[src/rtl/fetch_unit_pkg.sv]
// Shared types for the fetch front end.
//   PcSel      : next-PC selector produced by the branch unit
//   FetchState : fetch FSM states (BOOT until fetch is enabled, then RUN)
package Bundle;

  typedef enum logic [1:0] {
    PC_4     = 2'd0,
    PC_BRJMP = 2'd1,
    PC_JALR  = 2'd2,
    PC_EXC   = 2'd3
  } PcSel;

  typedef enum logic {
    FS_BOOT = 1'b0,
    FS_RUN  = 1'b1
  } FetchState;

endpackage

[src/rtl/fetch_unit_if.sv]
// Bus bundle between the fetch unit, instruction memory and decode.
//   imem_req_valid/ready/addr : request channel (fetch unit -> memory)
//   imem_resp_valid/data      : in-order response channel (memory -> fetch unit)
//   dec_valid/ready/inst/pc   : instruction channel (fetch unit -> decode)
// master = fetch unit side, slave = memory/decode side.
interface fetch_unit_if #(
  parameter int XLEN = 32
);
  logic            imem_req_valid;
  logic            imem_req_ready;
  logic [XLEN-1:0] imem_req_addr;
  logic            imem_resp_valid;
  logic [XLEN-1:0] imem_resp_data;
  logic            dec_valid;
  logic            dec_ready;
  logic [XLEN-1:0] dec_inst;
  logic [XLEN-1:0] dec_pc;

  modport master (
    output imem_req_valid, imem_req_addr,
    input  imem_req_ready,
    input  imem_resp_valid, imem_resp_data,
    output dec_valid, dec_inst, dec_pc,
    input  dec_ready
  );

  modport slave (
    input  imem_req_valid, imem_req_addr,
    output imem_req_ready,
    output imem_resp_valid, imem_resp_data,
    input  dec_valid, dec_inst, dec_pc,
    output dec_ready
  );
endinterface

[src/rtl/fetch_unit_fifo.sv]
// Small synchronous FIFO used for the PC queue and the instruction queue.
//   push/push_data : enqueue (accepted when not full, or full with a pop)
//   pop            : dequeue (ignored when empty)
//   clear          : drop all entries (wins over push/pop)
//   head           : oldest entry; count : current occupancy
// DEPTH must be a power of two so the pointers wrap naturally.
module fetch_fifo #(
  parameter int WIDTH = 32,
  parameter int DEPTH = 2
) (
  input  logic                     clk,
  input  logic                     reset,
  input  logic                     push,
  input  logic [WIDTH-1:0]         push_data,
  input  logic                     pop,
  input  logic                     clear,
  output logic [WIDTH-1:0]         head,
  output logic [$clog2(DEPTH):0]   count
);
  localparam int AW = $clog2(DEPTH);
  localparam int CW = AW + 1;

  logic [WIDTH-1:0] mem_q [DEPTH];
  logic [AW-1:0]    rd_q, rd_d, wr_q, wr_d;
  logic [CW-1:0]    cnt_q, cnt_d;
  logic             do_push_s, do_pop_s;

  // Pointer/occupancy next state; a pop frees the slot a same-cycle push uses.
  always_comb begin
    do_pop_s  = pop & (cnt_q != CW'(0));
    do_push_s = push & ((cnt_q != CW'(DEPTH)) | do_pop_s);
    rd_d      = rd_q;
    wr_d      = wr_q;
    cnt_d     = cnt_q;
    if (clear) begin
      rd_d  = AW'(0);
      wr_d  = AW'(0);
      cnt_d = CW'(0);
    end else begin
      rd_d  = do_pop_s  ? rd_q + AW'(1) : rd_q;
      wr_d  = do_push_s ? wr_q + AW'(1) : wr_q;
      cnt_d = cnt_q + CW'(do_push_s) - CW'(do_pop_s);
    end
  end

  // Pointer and occupancy registers.
  always_ff @(posedge clk or posedge reset) begin
    if (reset) begin
      rd_q  <= AW'(0);
      wr_q  <= AW'(0);
      cnt_q <= CW'(0);
    end else begin
      rd_q  <= rd_d;
      wr_q  <= wr_d;
      cnt_q <= cnt_d;
    end
  end

  // Storage; cleared on reset so the head reads zero out of reset.
  always_ff @(posedge clk or posedge reset) begin
    if (reset) begin
      for (int i = 0; i < DEPTH; i++) mem_q[i] <= WIDTH'(0);
    end else if (do_push_s && !clear) begin
      mem_q[wr_q] <= push_data;
    end
  end

  assign head  = mem_q[rd_q];
  assign count = cnt_q;
endmodule

[src/rtl/fetch_unit.sv]
// Instruction-fetch front end.
//   clk, reset            : clock, asynchronous active-high reset
//   fetch_en              : lets the FSM leave BOOT
//   pc_sel, if_kill       : redirect/flush from the branch unit
//   br_target, jalr_target, exc_vector : redirect targets
//   bus (master)          : imem request/response and decode channels
// Tracks outstanding requests, discards responses made stale by a redirect
// and queues live {pc, inst} pairs toward decode.
module fetch_unit
  import Bundle::*;
#(
  parameter int              XLEN     = 32,
  parameter logic [XLEN-1:0] RESET_PC = XLEN'(32'h0000_2000),
  parameter int              DEPTH    = 2
) (
  input  logic            clk,
  input  logic            reset,
  input  logic            fetch_en,
  input  PcSel            pc_sel,
  input  logic            if_kill,
  input  logic [XLEN-1:0] br_target,
  input  logic [XLEN-1:0] jalr_target,
  input  logic [XLEN-1:0] exc_vector,
  fetch_unit_if.master    bus
);
  localparam int CW  = $clog2(DEPTH) + 1;
  localparam int CW1 = CW + 1;

  FetchState       state_q, state_d;
  logic [XLEN-1:0] fetch_pc_q, fetch_pc_d, resume_pc_q, resume_pc_d, target_s;
  logic [CW-1:0]   out_cnt_q, out_cnt_d, drop_cnt_q, drop_cnt_d;
  logic [CW-1:0]   pcq_cnt_s, occ_s;
  logic [CW1-1:0]  inflight_s;
  logic [XLEN-1:0] pcq_head_s, dec_pc_s, dec_inst_s;
  logic [2*XLEN-1:0] iq_head_s;
  logic run_s, redirect_s, req_valid_s, req_fire_s, dec_valid_s, dec_fire_s;
  logic resp_s, keep_resp_s;

  // A pc_sel redirect without if_kill flushes exactly like a kill.
  assign run_s       = (state_q == FS_RUN);
  assign redirect_s  = if_kill | (pc_sel != PC_4);
  assign inflight_s  = {1'b0, out_cnt_q} + {1'b0, occ_s};
  assign req_valid_s = run_s & ~redirect_s & (inflight_s < CW1'(DEPTH));
  assign req_fire_s  = req_valid_s & bus.imem_req_ready;
  assign dec_valid_s = (occ_s != CW'(0)) & ~redirect_s;
  assign dec_fire_s  = dec_valid_s & bus.dec_ready;
  assign resp_s      = bus.imem_resp_valid;
  // Responses are kept only when nothing stale is still pending ahead of them.
  assign keep_resp_s = resp_s & (drop_cnt_q == CW'(0)) & (pcq_cnt_s != CW'(0)) & ~redirect_s;
  assign dec_pc_s    = iq_head_s[2*XLEN-1:XLEN];
  assign dec_inst_s  = iq_head_s[XLEN-1:0];

  assign bus.imem_req_valid = req_valid_s;
  assign bus.imem_req_addr  = fetch_pc_q;
  assign bus.dec_valid      = dec_valid_s;
  assign bus.dec_pc         = dec_pc_s;
  assign bus.dec_inst       = dec_inst_s;

  // FSM next state plus fetch PC, resume PC and counter updates.
  always_comb begin
    state_d     = state_q;
    fetch_pc_d  = fetch_pc_q;
    resume_pc_d = resume_pc_q;
    out_cnt_d   = out_cnt_q;
    drop_cnt_d  = drop_cnt_q;
    target_s    = resume_pc_q;

    case (state_q)
      FS_BOOT: if (fetch_en) state_d = FS_RUN; else state_d = FS_BOOT;
      FS_RUN:  state_d = FS_RUN;
      default: state_d = FS_BOOT;
    endcase

    // PC_4 during a kill is a fence.i refetch from after the last decoded instruction.
    case (pc_sel)
      PC_BRJMP: target_s = br_target;
      PC_JALR:  target_s = jalr_target;
      PC_EXC:   target_s = exc_vector;
      default:  target_s = resume_pc_q;
    endcase

    if (redirect_s)      fetch_pc_d = target_s;
    else if (req_fire_s) fetch_pc_d = fetch_pc_q + XLEN'(4);
    else                 fetch_pc_d = fetch_pc_q;

    out_cnt_d = out_cnt_q + CW'(req_fire_s) - CW'(resp_s);

    // Everything still in flight after this cycle's return becomes stale on a redirect.
    if (redirect_s)                               drop_cnt_d = out_cnt_q - CW'(resp_s);
    else if (resp_s && (drop_cnt_q != CW'(0)))    drop_cnt_d = drop_cnt_q - CW'(1);
    else                                          drop_cnt_d = drop_cnt_q;

    if (dec_fire_s) resume_pc_d = dec_pc_s + XLEN'(4);
    else            resume_pc_d = resume_pc_q;
  end

  // State, PC and counter registers.
  always_ff @(posedge clk or posedge reset) begin
    if (reset) begin
      state_q     <= FS_BOOT;
      fetch_pc_q  <= RESET_PC;
      resume_pc_q <= RESET_PC;
      out_cnt_q   <= CW'(0);
      drop_cnt_q  <= CW'(0);
    end else begin
      state_q     <= state_d;
      fetch_pc_q  <= fetch_pc_d;
      resume_pc_q <= resume_pc_d;
      out_cnt_q   <= out_cnt_d;
      drop_cnt_q  <= drop_cnt_d;
    end
  end

  fetch_fifo #(.WIDTH(XLEN), .DEPTH(DEPTH)) u_pc_q (
    .clk       (clk),
    .reset     (reset),
    .push      (req_fire_s),
    .push_data (fetch_pc_q),
    .pop       (keep_resp_s),
    .clear     (redirect_s),
    .head      (pcq_head_s),
    .count     (pcq_cnt_s)
  );

  fetch_fifo #(.WIDTH(2*XLEN), .DEPTH(DEPTH)) u_inst_q (
    .clk       (clk),
    .reset     (reset),
    .push      (keep_resp_s),
    .push_data ({pcq_head_s, bus.imem_resp_data}),
    .pop       (dec_fire_s),
    .clear     (redirect_s),
    .head      (iq_head_s),
    .count     (occ_s)
  );
endmodule
[src/flat_wrapper.sv]
// flat-port wrapper written by rule: the top's interface ports become plain ports
module fetch_unit_flat import Bundle::*;
#(
  parameter int              XLEN     = 32,
  parameter logic [XLEN-1:0] RESET_PC = XLEN'(32'h0000_2000),
  parameter int              DEPTH    = 2
)
  (clk, reset, fetch_en, pc_sel, if_kill, br_target, jalr_target, exc_vector, bus_imem_req_valid, bus_imem_req_addr, bus_imem_req_ready, bus_imem_resp_valid, bus_imem_resp_data, bus_dec_valid, bus_dec_inst, bus_dec_pc, bus_dec_ready);
  fetch_unit_if #(.XLEN(XLEN)) bus_i ();
  input  logic clk;
  input  logic reset;
  input  logic fetch_en;
  input  PcSel pc_sel;
  input  logic if_kill;
  input  logic [XLEN-1:0] br_target;
  input  logic [XLEN-1:0] jalr_target;
  input  logic [XLEN-1:0] exc_vector;
  output wire logic [$bits(bus_i.imem_req_valid)-1:0] bus_imem_req_valid;
  output wire logic [$bits(bus_i.imem_req_addr)-1:0] bus_imem_req_addr;
  input wire logic [$bits(bus_i.imem_req_ready)-1:0] bus_imem_req_ready;
  input wire logic [$bits(bus_i.imem_resp_valid)-1:0] bus_imem_resp_valid;
  input wire logic [$bits(bus_i.imem_resp_data)-1:0] bus_imem_resp_data;
  output wire logic [$bits(bus_i.dec_valid)-1:0] bus_dec_valid;
  output wire logic [$bits(bus_i.dec_inst)-1:0] bus_dec_inst;
  output wire logic [$bits(bus_i.dec_pc)-1:0] bus_dec_pc;
  input wire logic [$bits(bus_i.dec_ready)-1:0] bus_dec_ready;
  assign bus_imem_req_valid = bus_i.imem_req_valid;
  assign bus_imem_req_addr = bus_i.imem_req_addr;
  assign bus_i.imem_req_ready = bus_imem_req_ready;
  assign bus_i.imem_resp_valid = bus_imem_resp_valid;
  assign bus_i.imem_resp_data = bus_imem_resp_data;
  assign bus_dec_valid = bus_i.dec_valid;
  assign bus_dec_inst = bus_i.dec_inst;
  assign bus_dec_pc = bus_i.dec_pc;
  assign bus_i.dec_ready = bus_dec_ready;
  fetch_unit #(.XLEN(XLEN), .RESET_PC(RESET_PC), .DEPTH(DEPTH)) u_core (.clk(clk), .reset(reset), .fetch_en(fetch_en), .pc_sel(pc_sel), .if_kill(if_kill), .br_target(br_target), .jalr_target(jalr_target), .exc_vector(exc_vector), .bus(bus_i));
endmodule
[config.mk]
export PLATFORM = sky130hd
export DESIGN_NAME = fetch_unit_flat
export DESIGN_NICKNAME = d
export VERILOG_FILES = /design/src/rtl/fetch_unit_pkg.sv /design/src/rtl/fetch_unit_if.sv /design/src/rtl/fetch_unit_fifo.sv /design/src/rtl/fetch_unit.sv /design/src/flat_wrapper.sv
export SDC_FILE = /design/constraint.sdc
export NUM_CORES = 1
export LEC_CHECK = 0
export ABC_CLOCK_PERIOD_IN_PS = 24500
export CAP_MARGIN = 0
export CELL_PAD_IN_SITES_DETAIL_PLACEMENT = 1
export CELL_PAD_IN_SITES_GLOBAL_PLACEMENT = 1
export CORE_ASPECT_RATIO = 1.4
export CORE_MARGIN = 2
export CORE_UTILIZATION = 35
export DETAILED_ROUTE_END_ITERATION = 16
export MAX_ROUTING_LAYER = met4
export PLACE_DENSITY_LB_ADDON = 0.25
export SYNTH_ARGS = -nofsm -noshare
export SYNTH_HDL_FRONTEND = slang
export SYNTH_SLANG_ARGS = --single-unit
[constraint.sdc]
create_clock -name clk -period 24.5 [get_ports clk]
set_clock_uncertainty 0.05 [all_clocks]
set_input_delay 7.35 -clock clk [delete_from_list [all_inputs] [get_ports clk]]
set_output_delay 7.35 -clock clk [all_outputs]
set_load 0.05 [all_outputs]
==> Yosys cells after proc, flatten, opt, wreduce, memory -nomap -nowiden <==
Cells that the tools add are included.
{ "classes": {"add_sub_neg": 15, "magnitude_cmp": 7, "n_eq_ne": 5, "muxes": 29, "n_bitwise": 21, "reduce_logical": 17} }
{ "op_table": {"columns": ["operator", "count"], "rows": [
  ["$mux 64", 4],
  ["$mux 32", 6],
  ["$bwmux 128", 1],
  ["$pmux 32 s3", 1],
  ["$add 32x3->32 const B", 2],
  ["$bwmux 64", 1],
  ["$demux 64 s1", 1],
  ["$demux 32 s1", 1],
  ["$reduce_bool 2->1", 10],
  ["$and 1x1->1", 12],
  ["$mux 1", 9],
  ["$ge 2x2->1 const B", 4],
  ["$mux 2", 4],
  ["$not 1->2", 4],
  ["$sub 2x1->2", 4],
  ["$add 2x1->2", 3],
  ["$logic_and 1x1->1", 5],
  ["$add 1x1->1 const B", 4],
  ["$eq 2x2->1 const B", 2],
  ["$lt 2x1->1 const B", 2],
  ["$ne 2x2->1 const B", 2],
  ["$add 2x2->3", 1],
  ["$lt 3x2->1 const B", 1],
  ["$or 1x1->1", 3],
  ["other kinds (6)", 7]
]} }
{ "word_totals": {"register_bits": 269, "output_inout_bits": 98, "wordCells": 109} }

==> Logic depth before layout (Yosys ltp) <==
{ "depth": {"depth_word": 11, "depth_mapped": 14} }

==> By module <==
A second synthesis with hierarchy kept.
{ "unflattened": {"hier_cells": 1089, "area_unflattened_um2": 13835.8} }
{ "by_module_without_submodules": {"columns": ["module", "n_inst", "cells_each", "area_per_inst_um2", "seq_area_each_um2"], "rows": [
  ["fetch_fifo (u_core.u_inst_q)", 1, 364, 5973.2, 3303.2],
  ["fetch_unit", 1, 531, 4762.1, 1729.2],
  ["fetch_fifo (u_core.u_pc_q)", 1, 194, 3100.5, 1701.6]
]} }

==> Least setup slack after synthesis <==
OpenSTA, ideal clock, no wires.
{ "synth_path": {"kind": "input-to-output", "start": "input pc_sel[1]", "end": "output bus_dec_valid", "arrival_ns": 8.860, "t_required_ns": 17.100, "path_slack_ns": 8.240, "path_stages": 5, "path_buffers": 3, "cell_sequence": "buf_6 -> or3_1 -> buf_6 -> clkbuf_1 -> nor2_1"} }
{ "synth_via": {"elab_chain_len": 4} }
{ "synth_rtl": {"columns": ["item", "line_no", "text"], "rows": [
  ["start, declared", "flat_wrapper.sv:13", "input PcSel pc_sel;"],
  ["$reduce_bool 2->1", "fetch_unit.sv:41", "assign redirect_s = if_kill | (pc_sel != PC_4);"],
  ["$or 1x1->1", "fetch_unit.sv:41", null],
  ["$not 1->1", "fetch_unit.sv:45", "assign dec_valid_s = (occ_s != CW'(0)) & ~redirect_s;"],
  ["$and 1x1->1", "fetch_unit.sv:45", null],
  ["end, declared", "flat_wrapper.sv:23", "output wire logic [$bits(bus_i.dec_valid)-1:0] bus_dec_valid;"]
]} }
No other way between the ends.

==> Worst setup path in the final report <==
Same ends and word-level chain as after synthesis.

==> impl_metrics.tcl <==
set metrics [dict create \
    post-route-drc-count 0 \
    clkLatencyLatePin_ns 0.57 \
    rsz0062_at_grt "false" \
    wl_met2_um 22420 \
    start_kind "input pin" \
    avgViaCountPerCell 5.366 \
    synth.avg_cell_area_sq_um 11.22 \
    vias 10650 \
    async_reset_ff_share_pct 100.0 \
    crit_family "buffers and inverters" \
    synth.net_count 1377 \
    worstPathRequired_ns 17.10 \
    start_util_pct 35.24 \
    critPathBufInv 3 \
    ctsHoldBuffers 0 \
    period_needed_ns 16.56 \
    status "finished clean" \
    syn_area_sq_um 13800 \
    max_freq_ghz 0.06038 \
    tritoncts "done" \
    dieArea_sq_um 41070 \
    postCtsSetupBuffers 0 \
    place_hpwl_um 31160 \
    criticalPathCategory "in2out" \
    clk_pin_slew_ns 0.06 \
    ys_ff_latch 269 \
    n_fill_cell 4276 \
    timing.final.ws_setup_ns 7.938 \
    min_path_type "reg2reg" \
    clockBufferDepth 3 \
    post_drt_wl_per_cell_um 22.09 \
    antenna_found_initial 0 \
    firstDrtPassIters 4 \
    cap_violations 0 \
    final_max_slew_viol_count 0 \
    dp.cells 1930 \
    drtAntennaViolNets 0 \
    hold_ws_ns 0.4230 \
    grt_pass1_wl_um 67580 \
    worstPathMaxFanout 63 \
    root_buffer "clkbuf_16" \
    synth.top_cell.area_share_pct 48.40 \
    cp-end-kind "output pin" \
    fin_tns_setup_ns 0 \
    num_rows 86 \
    multi_input_area_sq_um 6585 \
    drt-total-wl_um 43850 \
    io_buffer_count 234 \
    seq_area_frac_synth_pct 48.79 \
    chipHeight_um 239.0 \
    routed.top_layer "met4" \
    yosys.cell_types.count 67 \
    final_nets 1581 \
    place.gp.congestion 0.8583 \
    areaGrowthSynthToFinish_pct 27.59 \
    synth_edf_count 0 \
    place_ws_ns 7.900 \
    p_per_area_nw_per_um2 67.39 \
    max_stage_delay_ns 0.80 \
    netlist_instances 1230 \
    synthFlopType "dfrtp_1" \
    grt_pass1_vias 11590 \
    layoutNonFillerInstCount 1985 \
    final_area_sq_um 17610 \
    cts_buffers 30 \
    die_w_um 171.8 \
    placed_area_sq_um 16550 \
    regArea_sq_um 6739 \
    path_cells "buf_2 -> buf_4 -> or3_1 -> nor2_1 -> clkdlybuf4s50_1" \
    grt_usage_pct 22.13 \
    cts_resized 0 \
    synth_top_cells_by_area "dfrtp_1 48%, mux2_2 9.5%, mux2i_1 5.0%, mux2_1 3.5%, mux2_4 3.0%" \
    ios 235 \
    overflow 0 \
    setup_violations 0 \
    coreArea_sq_um 39170 \
    cpMaxStageDelayCell "clkdlybuf4s50_1" \
    drt-initial-drc-count 444 \
    finalHoldViolCount 0 \
    wl_met1_um 17290 \
    p_leak_nw 7.845 \
    min_period_over_period_pct 67.60 \
    vdd_ir_drop_max_uv 49.07 \
    drive_above_1_share_pct 16.68 \
    slew_headroom_pct 24.32 \
    h-tree-depth 1 \
    wl_met3_um 2601 \
    yosys_warnings 0 \
    grt_max_degree 125 \
    cts.sinks 269 \
    cp.arrival_ns 9.16 \
    tightest_slew_ns 1.123 \
    yosysTopAreaCell "dfrtp_1" \
    diodes 0 \
]
## power breakdown
part | internal, mW | total [mW] | leakage (nW) | switching, mW
clock | 0.297 | 0.483 | 0.520 | 0.187
sequential | 0.482 | 0.515 | 3.64 | 0.0331
combinational | 0.0836 | 0.188 | 3.68 | 0.104
total | 0.863 | 1.19 | 7.85 | 0.324
## path summary, 6_finish.rpt
check | start | to | slack (ns) | cells past startpoint
worst min-delay path | u_core.resume_pc_q[13]$_DFFE_PP1N_ | u_core.resume_pc_q[13]$_DFFE_PP1N_ | 0.42 | 2
min in group asynchronous | reset | u_core.u_inst_q.mem_q[72]$_DFFE_PP0P_ | 7.31 | 2
worst max register to register | u_core.u_inst_q.rd_q$_DFFE_PP0P_ | u_core.resume_pc_q[28]$_DFFE_PP0N_ | 20.88 | 6
worst min register to register | u_core.resume_pc_q[13]$_DFFE_PP1N_ | u_core.resume_pc_q[13]$_DFFE_PP1N_ | 0.42 | 2
worst max-delay path | pc_sel[1] | bus_dec_valid | 7.94 | 5
max in group asynchronous | reset | u_core.u_inst_q.rd_q$_DFFE_PP0P_ | 15.44 | 3
## Yosys cell counts, drive strengths merged (24+ instances only)
master and number:
nand3 40, nor2 59, clkbuf 36, mux2 187, buf 44, inv 24, dfrtp 267, a221oi 29
nand2 98, o21ai 69, mux2i 69, a21oi 62
## kinds of logic after synthesis
group / Yosys count / synth area share [%]
mux: 259 / 21.51
compound gates: 255 / 12.22
flops: 269 / 48.79
xor+xnor: 24 / 1.523
buf+inv: 104 / 3.617
fa+ha+maj: 10 / 0.9609
simple gates: 309 / 11.39
## metal layers
metal	vias to the layer above	global-route usage, %
met1	5420	25.37
li1	4927	-
met5	-	-
met3	54	4.106
met2	251	38.48
met4	0	7.920
## cells in the final DEF, fill, tap and decap left out, drive strengths merged, types with 9 or more instances in the layout
master and n:
o31ai 11, nand4 16, nor2 59, nor4 11, nor3 16, buf 20, clkdlybuf4s50 232, a21o 16
nand3 40, nand3b 13, a22oi 11, o21ai 69, dfrtp 267, a221oi 29, a21oi 62, mux2 187
and3 12, inv 24, xnor2 14, o211ai 9, ha 9, a31oi 9, nand2 98, clkbuf 46
a2bb2oi 11, xor2 10, mux2i 69
## worst reg2reg max path: stages (launching register included)
cell and delay [ns]:
dfrtp_4 0.63, buf_4 0.76, nand4_1 0.41, a22oi_2 0.35, nand4_1 0.56, or4_1 0.71
nand3_1 0.09
## final cells by class
class	instances	area share [%]
Clock inverter	9	0.8383
Multi-Input combinational cell	857	37.39
Inverter	24	0.5541
Clock buffer	46	5.179
Tap cell	528	3.751
Timing Repair Buffer	252	14.02
Sequential cell	269	38.26
## state kept, by name (all words and copies together) (netlist names), 2 cells and up
register                  cells
u_core.u_inst_q.mem_q       128
u_core.u_pc_q.count           2
u_core.bus.imem_req_addr     32
u_core.u_pc_q.mem_q          64
u_core.resume_pc_q           32
u_core.u_inst_q.count         2
u_core.drop_cnt_q             2
u_core.out_cnt_q              2
## through the flow
step | util (%) | power [mW]
floorplan | - | 0.6293
global placement | 42.26 | 0.7061
detailed placement | 42.26 | 0.7134
CTS | 44.97 | 1.205
global route | 44.97 | 1.238
finish | 44.97 | 1.187
No activity file was read; power rests on OpenSTA's default activity.
